File: config.mk
export PLATFORM = sky130hd
export DESIGN_NAME = commit_unit
export DESIGN_NICKNAME = d
export VERILOG_FILES = /design/src/rtl/pipes.sv /design/src/rtl/commit_lane_sel.sv /design/src/rtl/commit_unit.sv
export SDC_FILE = /design/constraint.sdc
export NUM_CORES = 1
export LEC_CHECK = 0
export CELL_PAD_IN_SITES_DETAIL_PLACEMENT = 1
export CELL_PAD_IN_SITES_GLOBAL_PLACEMENT = 1
export CORE_AREA = 2 2 520 522
export DETAILED_ROUTE_END_ITERATION = 7
export DIE_AREA = 0 0 522 524
export GPL_ROUTABILITY_DRIVEN = 0
export GPL_TIMING_DRIVEN = 0
export PLACE_DENSITY = 0.31
export SETUP_SLACK_MARGIN = 0.4
export SYNTH_ARGS = -nofsm -noshare
export SYNTH_HDL_FRONTEND = slang
export SYNTH_SLANG_ARGS = --single-unit
File: constraint.sdc
create_clock -name clk -period 3.8 [get_ports clk]
set_clock_uncertainty 0.15 [all_clocks]
set_input_delay 0.38 -clock clk [delete_from_list [all_inputs] [get_ports clk]]
set_output_delay 0.38 -clock clk [all_outputs]
set_load 0.01 [all_outputs]
File: src/rtl/pipes.sv
// rtl/pipes.sv - shared commit-stage types, trap default and helpers
package pipes;

    localparam logic [31:0] TRAP_INSTR_DEFAULT = 32'h0000_006b;
    localparam logic [4:0]  REG_A0             = 5'd10;

    typedef struct packed {
        logic [63:0] pc;
        logic [31:0] instr;
        logic        regwrite;
        logic [4:0]  dst;
        logic [63:0] result;
        logic        is_mem;
        logic [63:0] addr;
    } commit_lane_t;

    typedef enum logic [1:0] {
        ST_RUN  = 2'd0,
        ST_TRAP = 2'd1,
        ST_HALT = 2'd2
    } commit_state_t;

    function automatic logic [2:0] popcount4(input logic [3:0] m);
        popcount4 = 3'(m[0]) + 3'(m[1]) + 3'(m[2]) + 3'(m[3]);
    endfunction

endpackage

File: src/rtl/commit_lane_sel.sv
// rtl/commit_lane_sel.sv - per-lane write-conflict and x10-source priority selection
module commit_lane_sel import pipes::*; #(
    parameter int COMMIT_WIDTH = 2
) (
    input  logic [COMMIT_WIDTH-1:0]   eff_i,
    input  logic [COMMIT_WIDTH-1:0]   regwrite_i,
    input  logic [COMMIT_WIDTH*5-1:0] dst_i,
    input  logic [COMMIT_WIDTH*8-1:0] result_lo_i,
    input  logic [7:0]                a0_lo_i,
    input  logic [COMMIT_WIDTH-1:0]   trap_i,
    output logic [COMMIT_WIDTH-1:0]   wen_o,
    output logic                      trap_hit_o,
    output logic [1:0]                trap_idx_o,
    output logic [7:0]                trap_code_o
);

    localparam int W = COMMIT_WIDTH;

    logic [7:0] x10_run;

    // A lane writes the regfile only if no younger effective lane hits the same register
    always_comb begin
        wen_o = '0;
        for (int i = 0; i < W; i++) begin
            wen_o[i] = eff_i[i] && regwrite_i[i] && (dst_i[i*5 +: 5] != 5'd0);
            for (int j = i + 1; j < W; j++) begin
                if (eff_i[j] && regwrite_i[j] && (dst_i[j*5 +: 5] == dst_i[i*5 +: 5])) begin
                    wen_o[i] = 1'b0;
                end
            end
        end
    end

    // Walk lanes oldest-first, tracking x10 so the trap sees older same-cycle writes
    always_comb begin
        x10_run     = a0_lo_i;
        trap_hit_o  = 1'b0;
        trap_idx_o  = 2'd0;
        trap_code_o = a0_lo_i;
        for (int i = 0; i < W; i++) begin
            if (!trap_hit_o) begin
                if (trap_i[i]) begin
                    trap_hit_o  = 1'b1;
                    trap_idx_o  = 2'(i);
                    trap_code_o = x10_run;
                end else if (eff_i[i] && regwrite_i[i] && (dst_i[i*5 +: 5] == REG_A0)) begin
                    x10_run = result_lo_i[i*8 +: 8];
                end
            end
        end
    end

endmodule

File: src/rtl/commit_unit.sv
// rtl/commit_unit.sv - multi-lane retire stage with trap halt; COMMIT_MMIO_SKIP_EN enables cmt_skip
module commit_unit import pipes::*; #(
    parameter int          COMMIT_WIDTH = 2,
    parameter logic [31:0] TRAP_INSTR   = TRAP_INSTR_DEFAULT
) (
    input  logic                       clk,
    input  logic                       reset,
    input  logic [COMMIT_WIDTH-1:0]    in_valid,
    input  logic [COMMIT_WIDTH*64-1:0] in_pc,
    input  logic [COMMIT_WIDTH*32-1:0] in_instr,
    input  logic [COMMIT_WIDTH-1:0]    in_regwrite,
    input  logic [COMMIT_WIDTH*5-1:0]  in_dst,
    input  logic [COMMIT_WIDTH*64-1:0] in_result,
    input  logic [COMMIT_WIDTH-1:0]    in_is_mem,
    input  logic [COMMIT_WIDTH*64-1:0] in_addr,
    input  logic [63:0]                a0_value,
    output logic [COMMIT_WIDTH-1:0]    rf_wen,
    output logic [COMMIT_WIDTH*5-1:0]  rf_wdest,
    output logic [COMMIT_WIDTH*64-1:0] rf_wdata,
    output logic [COMMIT_WIDTH*5-1:0]  fwd_dst,
    output logic [COMMIT_WIDTH*64-1:0] fwd_data,
    output logic [COMMIT_WIDTH-1:0]    cmt_valid,
    output logic [COMMIT_WIDTH*64-1:0] cmt_pc,
    output logic [COMMIT_WIDTH*32-1:0] cmt_instr,
    output logic [COMMIT_WIDTH-1:0]    cmt_skip,
    output logic [COMMIT_WIDTH-1:0]    cmt_wen,
    output logic [COMMIT_WIDTH*5-1:0]  cmt_wdest,
    output logic [COMMIT_WIDTH*64-1:0] cmt_wdata,
    output logic                       trap_valid,
    output logic [7:0]                 trap_code,
    output logic [63:0]                trap_pc,
    output logic [63:0]                cycle_cnt,
    output logic [63:0]                instr_cnt,
    output logic                       halted
);

    localparam int W = COMMIT_WIDTH;

    commit_state_t    state_q;
    commit_lane_t     lane_in [W];
    logic [W-1:0]     is_trap;
    logic [W-1:0]     eff;
    logic [W-1:0]     wen_sel;
    logic [W*8-1:0]   result_lo;
    logic             trap_hit;
    logic [1:0]       trap_idx;
    logic [7:0]       trap_code_sel;
    logic [63:0]      trap_pc_sel;
    logic [3:0]       eff4;
    logic [W-1:0]     skip_d;
    logic             lane_unused;

    logic [W-1:0]     cmt_valid_q;
    logic [W*64-1:0]  cmt_pc_q;
    logic [W*32-1:0]  cmt_instr_q;
    logic [W-1:0]     cmt_skip_q;
    logic [W-1:0]     cmt_wen_q;
    logic [W*5-1:0]   cmt_wdest_q;
    logic [W*64-1:0]  cmt_wdata_q;
    logic             trap_valid_q;
    logic             halted_q;
    logic [7:0]       trap_code_q;
    logic [63:0]      trap_pc_q;
    logic [63:0]      cycle_q;
    logic [63:0]      instr_q;

    // Unpack the flat lane buses into per-lane records
    always_comb begin
        result_lo = '0;
        for (int i = 0; i < W; i++) begin
            lane_in[i]          = '0;
            lane_in[i].pc       = in_pc[i*64 +: 64];
            lane_in[i].instr    = in_instr[i*32 +: 32];
            lane_in[i].regwrite = in_regwrite[i];
            lane_in[i].dst      = in_dst[i*5 +: 5];
            lane_in[i].result   = in_result[i*64 +: 64];
            lane_in[i].is_mem   = in_is_mem[i];
            lane_in[i].addr     = in_addr[i*64 +: 64];
            result_lo[i*8 +: 8] = lane_in[i].result[7:0];
        end
    end

    // Effective lanes: valid, running, not in reset, and not behind a trap in this group
    always_comb begin
        logic older_trap;
        older_trap = 1'b0;
        is_trap    = '0;
        eff        = '0;
        for (int i = 0; i < W; i++) begin
            is_trap[i] = in_valid[i] && (lane_in[i].instr == TRAP_INSTR);
            eff[i]     = in_valid[i] && !reset && (state_q == ST_RUN) && !older_trap;
            older_trap = older_trap || is_trap[i];
        end
    end

    commit_lane_sel #(
        .COMMIT_WIDTH (W)
    ) u_lane_sel (
        .eff_i       (eff),
        .regwrite_i  (in_regwrite),
        .dst_i       (in_dst),
        .result_lo_i (result_lo),
        .a0_lo_i     (a0_value[7:0]),
        .trap_i      (eff & is_trap),
        .wen_o       (wen_sel),
        .trap_hit_o  (trap_hit),
        .trap_idx_o  (trap_idx),
        .trap_code_o (trap_code_sel)
    );

    // Pick the pc of the lane that carries the trap
    always_comb begin
        trap_pc_sel = '0;
        for (int i = 0; i < W; i++) begin
            if (2'(i) == trap_idx) begin
                trap_pc_sel = lane_in[i].pc;
            end
        end
    end

    // MMIO skip marks stores/loads below the 2 GiB boundary when the feature is built in
    always_comb begin
        skip_d = '0;
`ifdef COMMIT_MMIO_SKIP_EN
        for (int i = 0; i < W; i++) begin
            skip_d[i] = lane_in[i].is_mem && !lane_in[i].addr[31];
        end
`endif
    end

    // Sink for input bits that only matter in some builds
    always_comb begin
        lane_unused = ^a0_value[63:8];
        for (int i = 0; i < W; i++) begin
            lane_unused = lane_unused ^ lane_in[i].is_mem ^ (^lane_in[i].addr);
        end
    end

    // Forwarding exposes every effective register-writing lane, even x0 or overridden ones
    always_comb begin
        fwd_dst = '0;
        for (int i = 0; i < W; i++) begin
            fwd_dst[i*5 +: 5] = (eff[i] && lane_in[i].regwrite) ? lane_in[i].dst : 5'd0;
        end
    end

    assign eff4     = 4'(eff);
    assign rf_wen   = wen_sel;
    assign rf_wdest = in_dst;
    assign rf_wdata = in_result;
    assign fwd_data = in_result;

    // Commit record: one-cycle delayed copy of each lane for the tracer
    always_ff @(posedge clk) begin
        if (reset) begin
            cmt_valid_q <= '0;
            cmt_pc_q    <= '0;
            cmt_instr_q <= '0;
            cmt_skip_q  <= '0;
            cmt_wen_q   <= '0;
            cmt_wdest_q <= '0;
            cmt_wdata_q <= '0;
        end else begin
            cmt_valid_q <= eff;
            cmt_skip_q  <= skip_d;
            for (int i = 0; i < W; i++) begin
                cmt_pc_q[i*64 +: 64]    <= lane_in[i].pc;
                cmt_instr_q[i*32 +: 32] <= lane_in[i].instr;
                cmt_wen_q[i]            <= lane_in[i].regwrite;
                cmt_wdest_q[i*5 +: 5]   <= lane_in[i].dst;
                cmt_wdata_q[i*64 +: 64] <= lane_in[i].result;
            end
        end
    end

    // Run/trap/halt sequencing with the cycle and retired-instruction counters
    always_ff @(posedge clk) begin
        if (reset) begin
            state_q      <= ST_RUN;
            trap_valid_q <= 1'b0;
            halted_q     <= 1'b0;
            trap_code_q  <= '0;
            trap_pc_q    <= '0;
            cycle_q      <= '0;
            instr_q      <= '0;
        end else begin
            case (state_q)
                ST_RUN: begin
                    cycle_q <= cycle_q + 64'd1;
                    instr_q <= instr_q + 64'(popcount4(eff4));
                    if (trap_hit) begin
                        state_q      <= ST_TRAP;
                        trap_valid_q <= 1'b1;
                        halted_q     <= 1'b1;
                        trap_code_q  <= trap_code_sel;
                        trap_pc_q    <= trap_pc_sel;
                    end
                end
                ST_TRAP: begin
                    state_q      <= ST_HALT;
                    trap_valid_q <= 1'b0;
                    halted_q     <= 1'b1;
                end
                ST_HALT: begin
                    trap_valid_q <= 1'b0;
                    halted_q     <= 1'b1;
                end
                default: begin
                    state_q      <= ST_HALT;
                    trap_valid_q <= 1'b0;
                    halted_q     <= 1'b1;
                end
            endcase
        end
    end

    assign cmt_valid  = cmt_valid_q;
    assign cmt_pc     = cmt_pc_q;
    assign cmt_instr  = cmt_instr_q;
    assign cmt_skip   = cmt_skip_q;
    assign cmt_wen    = cmt_wen_q;
    assign cmt_wdest  = cmt_wdest_q;
    assign cmt_wdata  = cmt_wdata_q;
    assign trap_valid = trap_valid_q;
    assign trap_code  = trap_code_q;
    assign trap_pc    = trap_pc_q;
    assign cycle_cnt  = cycle_q;
    assign instr_cnt  = instr_q;
    assign halted     = halted_q;

endmodule

---- After elaboration in Yosys (flattened, before gate mapping) ----
Cells that the tools add are included.
word-level totals
  bits in registers ....................... 538
  latch bits .............................. 0
  bits in writable memories ............... 0
  ROM bits ................................ 0
  output and inout port bits .............. 816
  memories kept ........................... 0
cells by class
  add/sub/neg operators ................... 3
  $mul .................................... 0
  divide/modulo/power cells ............... 0
  order comparisons ....................... 0
  eq/ne operators ......................... 7
  shifts and indexed selects .............. 0
  muxes and demuxes ....................... 18
  bitwise operators ....................... 3
  reductions and logical operators ........ 22
operators with widths
  kind                                             count
  2-to-1 mux 64 bit                                2
  adder 64 x 1 -> 64 bit (second input constant)   1
  adder 64 x 2 -> 64 bit                           1
  == test 32 x 7 -> 1 bit (second input constant)  2
  2-to-1 mux 8 bit                                 4
  logical AND 1 bit                                13
  2-to-1 mux 5 bit                                 2
  nonzero test 5 bit                               2
  2-to-1 mux 1 bit                                 7
  == test 5 x 4 -> 1 bit (second input constant)   1
  == test 5 bit                                    1
  zero test 2 bit                                  2
  2-to-1 mux 2 bit                                 2
  case mux 2 bit (2 select lines)                  1
  AND reduction 2 bit                              2
  adder 1 x 1 -> 2 bit                             1
  AND 2 bit                                        1
  == test 1 x 2 -> 1 bit (first input constant)    1
  == test 2 bit (second input constant)            1
  zero test 1 bit                                  2
  != test 2 bit (second input constant)            1
  NOT 1 bit                                        2
  OR reduction 2 bit                               1

---- Longest topological paths before layout ----
Gate-level depths: netlist of the first run.
  depth after elaboration ................. 10
  depth in mapped cells ................... 13
  depth with buffers taken out ............ 11

---- Hierarchy ----
From an unflattened synthesis of the first run, not the netlist that was laid out.
second synthesis, totals
  cells, all modules ...................... 2,191
  area total of the unflattened synthesis .. 20,856.3 um^2
by module, submodules not included
  module           times used  cells each  area an instance (um^2)  sequential area each (um^2)
  commit_unit      1           2,166       20,617.3                 10,770.3
  commit_lane_sel  1           25          239.0                    0.0

---- Least setup slack after synthesis of the first run ----
Ideal clock, no wire load.
  path type ............................... in2reg
  start point ............................. input port reset
  end point ............................... register instr_q[60], in the netlist instr_cnt[60]
  arrival ................................. 2.983 ns
  required time ........................... 3.580 ns
  slack ................................... 0.597 ns
  stages .................................. 11
  buffers on the path ..................... 1
  cell sequence ........................... clkbuf_1 nor3_1 and2_0 and2_1 fa_1 ha_1 nand3_1 nor4_2 nand4_1 or3_1 a21oi_1
on the way
  longest elaborated chain between the ends .. 6
  elaborated cells between the ends (all ways) .. 8
  those cells by class .................... add/sub: 2; reduce/logical: 6
RTL lines
  what                            line                RTL
  start: declaration              commit_unit.sv:7    input logic reset,
  zero test 1 bit                 commit_unit.sv:91   eff[i] = in_valid[i] && !reset && (state_q == ST_RUN) && !older_trap;
  logical AND 1 bit (3 in a row)  commit_unit.sv:91
  net eff[1]                      commit_unit.sv:42   logic [W-1:0] eff;
  adder 1 x 1 -> 2 bit            pipes.sv:24         popcount4 = 3'(m[0]) + 3'(m[1]) + 3'(m[2]) + 3'(m[3]);
  adder 64 x 2 -> 64 bit          commit_unit.sv:190  instr_q <= instr_q + 64'(popcount4(eff4));
  end signal: assignment          commit_unit.sv:190
  end: declaration                commit_unit.sv:65   logic [63:0] instr_q;
The timed path passes the listed nets, and every way through them passes these cells.
A chain may end at the register's enable or synchronous reset.

---- Worst setup path in the final report of the first run ----
  start point ............................. input port in_instr[14]
  end point ............................... output port fwd_dst[5]
on the way
  longest elaborated chain between the ends .. 6
RTL lines
  what                     line                RTL
  start: declaration       commit_unit.sv:10   input logic [COMMIT_WIDTH*32-1:0] in_instr,
  == test 32 x 7 -> 1 bit  commit_unit.sv:90   is_trap[i] = in_valid[i] && (lane_in[i].instr == TRAP_INSTR);
  logical AND 1 bit        commit_unit.sv:90
  zero test 1 bit          commit_unit.sv:91
  logical AND 1 bit        commit_unit.sv:91
  logical AND 1 bit        commit_unit.sv:143  fwd_dst[i*5 +: 5] = (eff[i] && lane_in[i].regwrite) ? lane_in[i].dst : 5'd0;
  2-to-1 mux 5 bit         commit_unit.sv:143
  end: declaration         commit_unit.sv:20   output logic [COMMIT_WIDTH*5-1:0] fwd_dst,
Every way passes these cells.

==> reports/results.txt, run 1 <==
Fmax: 301.4 MHz
Core Util, Final: 14.96%
First-pass GRT wire length: 239,300 microns
Final worst-path cycle share: 87.32%
Slew @ Worst Pin: 1.162 ns
Synth cell count leaders: dfxtp_1, nor2b_1, buf_4
Final hold vios: 0
Clock share of power: 49.2%
CTS Root Cell: clkbuf_16
Crit start category: primary input
Final antenna-violating net count: 0
Seq/Total Area, Yosys: 52.75%
Sink Count: 538
Core footprint: 0.2674 sq mm
Layout cell share with drive strength beyond 1: 14.25%
Post-synthesis simple-gate area fraction: 22.76%
Fin Hold WS: 0.1097 ns
GR Util All Layers: 13.56%
Initial antenna violation count: 47
Critical path data required time: 3.27 ns
Cell Chain, Critical Path: clkdlybuf4s50_1, nor4_1, nand2_1, or4_4, buf_8, and3_4, and2_4, dlygate4sd2_1
Dpl cell area: 0.03651 sq mm
Post-route minimum period: 3.318 ns
Syn avg cell area: 9.956 sq um
CP max-delay cell: or4_4
Area growth, synth to finish: 95.96%
Initial DRC count: 567
IR drop worst, VDD: 298.3 uV
Clock Latency Late Sink: 0.72 ns
Synth async-reset ratio: 0%
YS warnings: 0
Top_reg_cell synth: dfxtp_1
Nets: 3,889
Comb pwr share: 14.9%
Syn Inst Count: 2,051
Compound-cell area share of the yosys netlist: 3.480%
Final non-filler cell area: 0.04001 sq mm
WL per Instance: 27.42 microns
Clock Tree Buf Depth: 3
Worst EP arrival: 2.79 ns
H-tree Lvls: 3
HPWL after detailed placement: 163,800 microns
Chip Width: 522 microns
GR met2 Demand/Resource: 24.99%
GRT busiest layer: met2
RSZ-0062 raised after global routing: yes
Max_cap viols: 0
Gr ovfl total: 0
Type of the most critical hold path: primary input to register
Leak Pwr: 14.58 nW
R2R setup slack: 0.66 ns
DRT Pass-1 Iters: 4
Status: completed
Share of the synthesized area in the top cell type: 52.75%
Row count: 190
Largest net degree at the start of global routing: 14
DR DRC count: 0
M1 GR Usage: 13.66%
Top post-synthesis cells by area: dfxtp_1, nor2b_1, buf_4, mux2i_1, nand3_1
Reg power frac: 35.9%
Sw Share: 28.65%
Die Y: 524 microns
PortBufs: 1,156
TritonCTS clock tree: built
Synth Area in XOR/XNOR: 4.332%
Multiplexer share of the synthesized area: 3.640%
Delay-heaviest family, CP: simple AND/OR/NAND/NOR gates
Power per standard cell area: 410.4 mW/mm^2
Area leader, netlist: dfxtp_1
Post-synth EDFFs: 0
Setup TNS: 0 ns
Buf/Inv on CP: 3
P_int: 0.01172 W
Vias: 19,960
Crit-path max cell delay: 0.53 ns
Yosys reg bits: 538
P_sw: 0.004704 W
Relative slew slack: 22.56%
Crit Path Class: primary input to output pin
Slew Viols, Final: 0
Die ar.: 0.2735 sq mm
Post-synthesis cell type count: 48
M3 GR Usage: 4.635%
Crit end category: output pin
Vias in the first global route: 21,580
IO Count: 1,346
Most common cell in the synthesized netlist: dfxtp_1
Finish-stage setup viols: 0
Vias per inst: 2.851
CTS Buf Count: 85
Largest family of logic cells by synthesized area: simple AND/OR/NAND/NOR gates
Cell Area, Synth: 0.02042 sq mm
WL final: 191,900 microns
Starting Density: 7.635%
CP Max Fanout: 7
Post-Synth Adder-Cell Area: 0.2206%
Clk slew on worst S/H paths: 0.05 ns
layout make-up:
class	instances	area (sq um)
plain buffers	361	2562
repair buffers	1217	12170
clock buffers	123	2421
diodes	23	57.56
well taps	3552	4444
multi-input cells	1135	7151
inverters	18	71.32
clock inverters	32	365.4
fillers	31070	227400
flip-flops and latches	538	10770
final timing paths:
path                                                from                          to  depth (start not counted)
worst max-delay path                        in_instr[14]                  fwd_dst[5]                          8
worst min-delay path                          in_pc[110]      cmt_pc[110]$_SDFF_PP0_                          2
worst max register to register   state_q[1]$_SDFFE_PP0P_  cycle_cnt[60]$_SDFFE_PP0N_                          8
worst min register to register  trap_pc[52]$_SDFFE_PP0P_    trap_pc[52]$_SDFFE_PP0P_                          2
registers in the layout, summed over array words and instances (netlist names):
| name | flops |
|---|---|
| cmt_instr | 64 |
| cmt_pc | 128 |
| cmt_valid | 2 |
| cmt_wdata | 128 |
| cmt_wdest | 10 |
| cmt_wen | 2 |
| cycle_cnt | 64 |
| halted | 1 |
| instr_cnt | 64 |
| state_q | 2 |
| trap_code | 8 |
| trap_pc | 64 |
| trap_valid | 1 |
routing by layer:
metal	vias up	part of all wire [%]
li1	9162	-
met1	9710	35
met2	891	52
met3	187	8.2
met4	6	4.7
met5	-	0.021
cell families (layout without fill, tap and decap cells):
group,count (synthesis),count (layout)
compound gates,140,140
mux,73,73
simple gates,816,816
other cells,1,25
buf+inv,379,1751
fa+ha+maj,3,3
flops,538,538
xor+xnor,101,101
stage by stage:
stage / setup slack [ns] / power [W] / cells
after detailed placement: -1.687 / 0.008513 / 6764
after global placement: -3.022 / 0.008515 / 6760
final: 0.4817 / 0.01642 / 6999
after global routing: 0.3978 / 0.01723 / 6990
after CTS: 0.4044 / 0.01700 / 6971
after floorplan: 0.5968 / 0.006656 / 2052
power by group through the flow:
stage | Clock, W | Sequential [W] | Combinational, W
6_report | 0.00807 | 0.00590 | 0.00245
2_1_floorplan | 0 | 0.00612 | 0.000539
3_5_place_dp | 0 | 0.00602 | 0.00249
4_1_cts | 0.00854 | 0.00590 | 0.00255
5_1_grt | 0.00873 | 0.00592 | 0.00259
3_3_place_gp | 0 | 0.00602 | 0.00250
placed cells by master, fill, tap and decap left out, drive strengths merged, types with 3 or more instances in the layout:
cell	n
a21oi	33
and2	17
and3	17
and4	19
and4bb	4
buf	315
bufinv	3
clkbuf	187
clkdlybuf4s50	1145
clkinv	23
clkinvlp	5
dfxtp	538
diode	23
dlygate4sd2	8
dlygate4sd3	45
inv	19
mux2i	73
nand2	54
nand3	118
nand4	44
nor2	119
nor2b	333
nor3	21
nor4	23
o21ai	103
or3	32
or4	7
xnor2	37
xor2	64
timing repair:
item                                    CTS  global route
setup buffers                             8             3
endpoints found under the setup margin   85            36
pin swaps                                 8             7
hold buffers                             44             1
gates resized for setup                  45             8
hold endpoints to repair                 44             1
worst reg2reg max path, delay by kind of cell (launching register included):
family | cells | cell delay, ns
and+or+nand+nor | 5 | 1.47
DFF | 1 | 0.38
xor gates and xnor gates | 1 | 0.16
buffers and inverters | 2 | 0.85
No activity file was read; power rests on OpenSTA's default activity.
==> run 2: changes to the inputs <==
CAP_MARGIN = 20   (was not set)
==> run 2 against run 1 <==
Combinational power hardly changed; global-route usage hardly changed; count of clock-buffer cells in the layout is 2 higher; critical path type unchanged; largest power group unchanged; highest routed layer unchanged.
==> reports/results.txt, run 2 (synthesis gave the netlist of run 1 again) <==
Leak Pwr: 14.69 nW (was 14.58 nW)
Cell total after placement: 6,768 (was 6,764)
Sink Count: 538 (unchanged)
Chip Width: 522 microns (unchanged)
Crit Path Class: primary input to output pin (unchanged)
Largest net degree at the start of global routing: 14 (unchanged)
FF-to-FF path depth: 8 (unchanged)
CTS Root Cell: clkbuf_16 (unchanged)
WL per Instance: 27.38 microns (was 27.42 microns)
Crit start category: primary input (unchanged)
Critical R2R Launch: state_q[0]$_SDFFE_PP0P_ (was state_q[1]$_SDFFE_PP0P_)
P_sw: 0.004724 W (was 0.004704 W)
Vias in the first global route: 21,790 (was 21,580)
Max_cap viols: 0 (unchanged)
Slew Viols, Final: 0 (unchanged)
Row count: 190 (unchanged)
HPWL after detailed placement: 163,900 microns (was 163,800 microns)
Crit end category: output pin (unchanged)
Initial antenna violation count: 43 (was 47)
Most frequent cells in the layout: clkdlybuf4s50_1, dfxtp_1, nor2b_1 (unchanged)
Slew @ Worst Pin: 1.163 ns (was 1.162 ns)
HP Start: in_pc[64] (was in_pc[110])
DRT Pass-1 Iters: 4 (unchanged)
Reg power frac: 34.9% (was 35.9%)
CP max-delay cell: or4_4 (unchanged)
TritonCTS clock tree: built (unchanged)
Status: completed (unchanged)
Comb pwr share: 14.5% (was 14.9%)
Clock Tree Buf Depth: 3 (unchanged)
Final antenna-violating net count: 0 (unchanged)
Sw Share: 27.93% (was 28.65%)
PortBufs: 1,156 (unchanged)
CTS Buf Count: 85 (unchanged)
Clk slew on worst S/H paths: 0.05 ns (about the same)
Critical path data required time: 3.27 ns (about the same)
Worst EP arrival: 2.79 ns (about the same)
WL final: 191,900 microns (about the same)
Nets: 3,898 (was 3,889)
Final Non-Filler Cells: 7,008 (was 6,999)
Clock share of power: 50.6% (was 49.2%)
Vias per inst: 2.855 (was 2.851)
Setup TNS: 0 ns (unchanged)
Starting Density: 7.635% (unchanged)
Hold Crit Endpoint: cmt_pc[64]$_SDFF_PP0_ (was cmt_pc[110]$_SDFF_PP0_)
Final hold vios: 0 (unchanged)
Most common cell after layout, fill and taps aside: clkdlybuf4s50_1 (unchanged)
Die ar.: 0.2735 sq mm (unchanged)
GR Util All Layers: 13.58% (was 13.56%)
H-tree Lvls: 3 (unchanged)
Crit-path max cell delay: 0.56 ns (was 0.53 ns)
Clock Latency Late Sink: 0.72 ns (about the same)
P_int: 0.01219 W (was 0.01172 W)
Delay-heaviest family, CP: simple AND/OR/NAND/NOR gates (unchanged)
Relative slew slack: 22.25% (was 22.56%)
Reg2reg end: cycle_cnt[60]$_SDFFE_PP0N_ (unchanged)
IR drop worst, VDD: 298.4 uV (was 298.3 uV)
Layout cell share with drive strength beyond 1: 14.39% (was 14.25%)
Hold Crit Depth: 2 (unchanged)
RSZ-0062 raised after global routing: yes (unchanged)
IO Count: 1,346 (unchanged)
Finish-stage setup viols: 0 (unchanged)
Power per standard cell area: 419.8 mW/mm^2 (was 410.4 mW/mm^2)
R2R setup slack: 0.67 ns (was 0.66 ns)
Type of the most critical hold path: primary input to register (unchanged)
Core footprint: 0.2674 sq mm (unchanged)
Buf/Inv on CP: 4 (was 3)
Fin Hold WS: 0.1126 ns (was 0.1097 ns)
Initial DRC count: 623 (was 567)
Vias: 20,010 (was 19,960)
DR DRC count: 0 (unchanged)
Gr ovfl total: 0 (unchanged)
Die Y: 524 microns (unchanged)
Post-route minimum period: 3.316 ns (was 3.318 ns)
CP Max Fanout: 7 (unchanged)
Final worst-path cycle share: 87.25% (was 87.32%)
First-pass GRT wire length: 239,700 microns (was 239,300 microns)
Fmax: 301.6 MHz (was 301.4 MHz)
Cell Chain, Critical Path: clkdlybuf4s50_1, and4bb_2, nand4_1, or4_4, buf_8, and3_4, buf_4, and2_1, clkdlybuf4s15_2 (was clkdlybuf4s50_1, nor4_1, nand2_1, or4_4, buf_8, and3_4, and2_4, dlygate4sd2_1)
Area growth, synth to finish: 97.29% (was 95.96%)
[run 2: per-layer routing]
| metal | track usage [%] | vias to the layer above | part of all wire [%] |
|---|---|---|---|
| met1 | 13.71 | 9686 | 36 |
| li1 | - | 9207 | - |
| met5 | 0 | - | 0.032 |
| met3 | 4.717 | 203 | 8.0 |
| met2 | 24.89 | 903 | 51 |
| met4 | 6.312 | 10 | 5.0 |
[run 2: repair_timing]
action | 4_1_cts | 5_1_grt
setup endpoints to repair | 76 | 28
hold buffers | 48 | 0
gates resized for setup | 44 | 14
pin swaps | 9 | 4
endpoints found under the hold margin | 48 | 0
buffers inserted | 10 | 3
gates cloned | 0 | 1
[run 2: worst register-to-register path: cells and delay by family, from the launching register on]
| family | cells | cell delay, ns |
|---|---|---|
| xor gates and xnor gates | 1 | 0.15 |
| DFF | 1 | 0.38 |
| buffers and inverters | 2 | 0.87 |
| and+or+nand+nor | 5 | 1.44 |
[run 2: power groups by stage]
stage / clock network [W] / registers (W) / logic [W]
floorplan: 0 / 0.00612 / 0.000539
global placement: 0 / 0.00602 / 0.00250
detailed placement: 0 / 0.00602 / 0.00250
CTS: 0.00903 / 0.00590 / 0.00256
global route: 0.00921 / 0.00591 / 0.00259
finish: 0.00856 / 0.00590 / 0.00245
[run 2: final cells by class]
| type | count | area, sq um |
|---|---|---|
| Tap cell | 3552 | 4444 |
| Buffer | 361 | 2560 |
| Antenna cell | 22 | 55.05 |
| Multi-Input combinational cell | 1135 | 7161 |
| Sequential cell | 538 | 10770 |
| Inverter | 18 | 71.32 |
| Timing Repair Buffer | 1226 | 12270 |
| Clock buffer | 125 | 2419 |
| Clock inverter | 31 | 536.8 |
| Fill cell | 31020 | 227200 |
[run 2: worst max path at each step]
stage                                        from                          to  cells after the start
final                                 in_instr[4]                  fwd_dst[5]                      9
after global routing      state_q[0]$_SDFFE_PP0P_                  fwd_dst[0]                      6
after CTS                 state_q[0]$_SDFFE_PP0P_  instr_cnt[60]$_SDFFE_PP0N_                     13
after detailed placement              in_valid[0]  instr_cnt[60]$_SDFFE_PP0N_                     13
after global placement                      reset  instr_cnt[49]$_SDFFE_PP0N_                     11
after floorplan                             reset  instr_cnt[60]$_SDFFE_PP0N_                     11
[run 2: metrics by stage]
step | total power, W | utilization, % | cell area (sq um) | setup WS [ns]
floorplan | 0.006656 | - | 20420 | 0.5968
global placement | 0.008515 | 13.62 | 36440 | -3.022
detailed placement | 0.008517 | 13.67 | 36560 | -1.567
CTS | 0.01748 | 15.01 | 40140 | 0.3910
global route | 0.01771 | 15.05 | 40260 | 0.3932
finish | 0.01691 | 15.06 | 40280 | 0.4844
==> run 3: changes to the inputs <==
==> constraint.sdc (replaced) <==
create_clock -name clk -period 3.8 [get_ports clk]
set_clock_uncertainty 0.15 [all_clocks]
set_input_delay 0.95 -clock clk [delete_from_list [all_inputs] [get_ports clk]]
set_output_delay 0.95 -clock clk [all_outputs]
set_load 0.01 [all_outputs]
==> run 3 against run 2 <==
Maximum frequency fell by 15%; the run now ends with negative setup slack left; first-iteration DRC count is 1.6% higher; clock power is 1% higher; sequential share of layout area down 0.27 points; design area grew 1.1%; die area stayed put; combinational power shrank 4%; non-clock buffer count down 21.
==> reports/results.txt, run 3 (synthesis gave the netlist of run 1 again) <==
Buf/Inv on CP: 3 (was 4)
FF+latch area: 0.01078 sq mm (was 0.01077 sq mm)
HPWL after detailed placement: 165,300 microns (was 163,900 microns)
Clock Tree Buf Depth: 3 (unchanged)
Cell Chain, Critical Path: buf_2, and4bb_1, nand4_1, or4_4, buf_8, and3_4, nand4_1, and3_4, buf_12 (was clkdlybuf4s50_1, and4bb_2, nand4_1, or4_4, buf_8, and3_4, buf_4, and2_1, clkdlybuf4s15_2)
Slew @ Worst Pin: 0.9951 ns (was 1.163 ns)
Largest net degree at the start of global routing: 14 (unchanged)
Filler instances: 30,980 (was 31,020)
Leak Pwr: 15.08 nW (was 14.69 nW)
Status: finished with violations (was completed)
TritonCTS clock tree: built (unchanged)
Die ar.: 0.2735 sq mm (unchanged)
Violated checks: negative setup slack
Nets: 3,879 (was 3,898)
CTS Buf Count: 87 (was 85)
Critical path launch point: in_instr[9] (was in_instr[4])
Delay-heaviest family, CP: simple AND/OR/NAND/NOR gates (unchanged)
Final worst-path cycle share: 102.8% (was 87.25%)
Initial DRC count: 633 (was 623)
R2R setup slack: 0.58 ns (was 0.67 ns)
Finish-stage setup viols: 7 (was 0)
Crit end category: output pin (unchanged)
DRT Pass-1 Iters: 5 (was 4)
Setup ws final: -0.1060 ns (was 0.4844 ns)
Final antenna-violating net count: 0 (unchanged)
Critical R2R Launch: state_q[1]$_SDFFE_PP0P_ (was state_q[0]$_SDFFE_PP0P_)
Starting Density: 7.635% (unchanged)
Crit Path Class: primary input to output pin (unchanged)
Crit. path cell count: 9 (unchanged)
Gr ovfl total: 0 (unchanged)
Cell total after placement: 6,766 (was 6,768)
GR Util All Layers: 13.67% (was 13.58%)
Fmax: 256.0 MHz (was 301.6 MHz)
Worst EP arrival: 2.81 ns (was 2.79 ns)
CP max-delay cell: or4_4 (unchanged)
Type of the most critical hold path: register to register (was primary input to register)
IO Count: 1,346 (unchanged)
Die Y: 524 microns (unchanged)
WL per Instance: 27.58 microns (was 27.38 microns)
Most common cell after layout, fill and taps aside: clkdlybuf4s50_1 (unchanged)
Power per standard cell area: 415.4 mW/mm^2 (was 419.8 mW/mm^2)
HP Start: trap_pc[53]$_SDFFE_PP0P_ (was in_pc[64])
Fin Hold WS: 0.3081 ns (was 0.1126 ns)
Max_cap viols: 0 (unchanged)
Clk slew on worst S/H paths: 0.05 ns (about the same)
Initial antenna violation count: 48 (was 43)
Dpl ws: -1.726 ns (was -1.567 ns)
Sink Count: 538 (unchanged)
CTS Root Cell: clkbuf_16 (unchanged)
First-pass GRT wire length: 240,800 microns (was 239,700 microns)
Multi-input gate area: 0.007537 sq mm (was 0.007161 sq mm)
WL final: 193,500 microns (was 191,900 microns)
Hold-fix buffers, CTS: 0 (was 48)
Final Non-Filler Cells: 7,018 (was 7,008)
Crit start category: primary input (unchanged)
Slew Viols, Final: 0 (unchanged)
PortBufs: 1,156 (unchanged)
Vias: 20,030 (was 20,010)
Reg2reg end: instr_cnt[60]$_SDFFE_PP0N_ (was cycle_cnt[60]$_SDFFE_PP0N_)
Core footprint: 0.2674 sq mm (unchanged)
Final hold vios: 0 (unchanged)
Row count: 190 (unchanged)
Vias in the first global route: 21,550 (was 21,790)
CP Max Fanout: 3 (was 7)
DR DRC count: 0 (unchanged)
Area growth, synth to finish: 99.37% (was 97.29%)
Layout cell share with drive strength beyond 1: 20.19% (was 14.39%)
Relative slew slack: 33.66% (was 22.25%)
Post-route minimum period: 3.906 ns (was 3.316 ns)
Chip Width: 522 microns (unchanged)
IR drop worst, VDD: 291.9 uV (was 298.4 uV)
RSZ-0062 raised after global routing: yes (unchanged)
Most frequent cells in the layout: clkdlybuf4s50_1, dfxtp_1, nor2b_1 (unchanged)
Vias per inst: 2.853 (was 2.855)
Crit-path max cell delay: 0.58 ns (was 0.56 ns)
Capture point of the worst path: rf_wen[0] (was fwd_dst[5])
Clock Latency Late Sink: 0.70 ns (was 0.72 ns)
Critical path data required time: 2.70 ns (was 3.27 ns)
H-tree Lvls: 3 (unchanged)
FF-to-FF path depth: 12 (was 8)
run 3: cell types whose count changed in the layout (fill, tap and decap cells not counted), moves of 10 or more:
cell / previous run / this run
clkbuf_8: 12 / 22
buf_6: 3 / 31
nand3_1: 116 / 103
nand3_2: 0 / 11
clkdlybuf4s50_1: 1143 / 981
clkdlybuf4s15_2: 2 / 64
dlygate4sd2_1: 8 / 60
clkbuf_2: 13 / 23
diode_2: 22 / 54
dlygate4sd3_1: 48 / 0
run 3: worst reg2reg max path: cells and delay by family (launching register included):
kind | cells | cell delay (ns)
AO/OA/AOI/OAI | 1 | 0.13
adder cells (fa/ha/maj) | 2 | 0.45
flip-flops | 1 | 0.38
AND/OR/NAND/NOR | 7 | 1.66
buffers and inverters | 2 | 0.38
run 3: per-layer routing:
layer,routed length [microns],global-route usage (%)
met1,64820,13.24
met2,102300,25.75
met3,17670,5.027
met4,8656,5.906
met5,56,0
run 3: where the power goes:
part	total [W]	internal [W]	switching, W
Combinational	0.00235	0.00115	0.00120
Clock	0.00866	0.00528	0.00338
Sequential	0.00591	0.00584	0.0000676
Total	0.0169	0.0123	0.00464
run 3: worst min-delay path by stage:
stage                                to  slack [ns]  depth (start not counted)
6_report       trap_pc[53]$_SDFFE_PP0P_        0.31                          2
5_1_grt        cmt_instr[29]$_SDFF_PP0_        0.27                          2
4_1_cts         cmt_instr[4]$_SDFF_PP0_        0.21                          2
3_5_place_dp   trap_pc[48]$_SDFFE_PP0P_        0.30                          2
3_3_place_gp   trap_pc[51]$_SDFFE_PP0P_        0.30                          2
2_1_floorplan   trap_pc[1]$_SDFFE_PP0P_        0.33                          2
run 3: repair_timing:
item                                    in CTS  in global routing
endpoints found under the setup margin     359                 80
pin swaps                                   60                 54
resized for setup                          519                 70
buffers inserted                            31                 10
gates cloned                                 2                  0
run 3: area by class of cell:
| type | instances | area share (%) |
|---|---|---|
| repair buffers | 1205 | 29.69 |
| clock inverters | 24 | 1.094 |
| plain buffers | 361 | 6.402 |
| clock buffers | 131 | 6.399 |
| inverters | 18 | 0.1752 |
| well taps | 3552 | 10.92 |
| multi-input cells | 1135 | 18.51 |
| flip-flops and latches | 538 | 26.47 |
| diodes | 54 | 0.3319 |
run 3: stage by stage:
stage          total power, W  utilization, %  instance area (sq um)  setup TNS, ns
3_3_place_gp         0.008496           13.66                  36530        -571.81
6_report              0.01691           15.22                  40710        -0.6276
5_1_grt               0.01766           15.21                  40670        -0.8927
2_1_floorplan        0.006661               -                  20510              0
4_1_cts               0.01746           15.09                  40370        -0.8353
3_5_place_dp         0.008497           13.71                  36660        -144.81
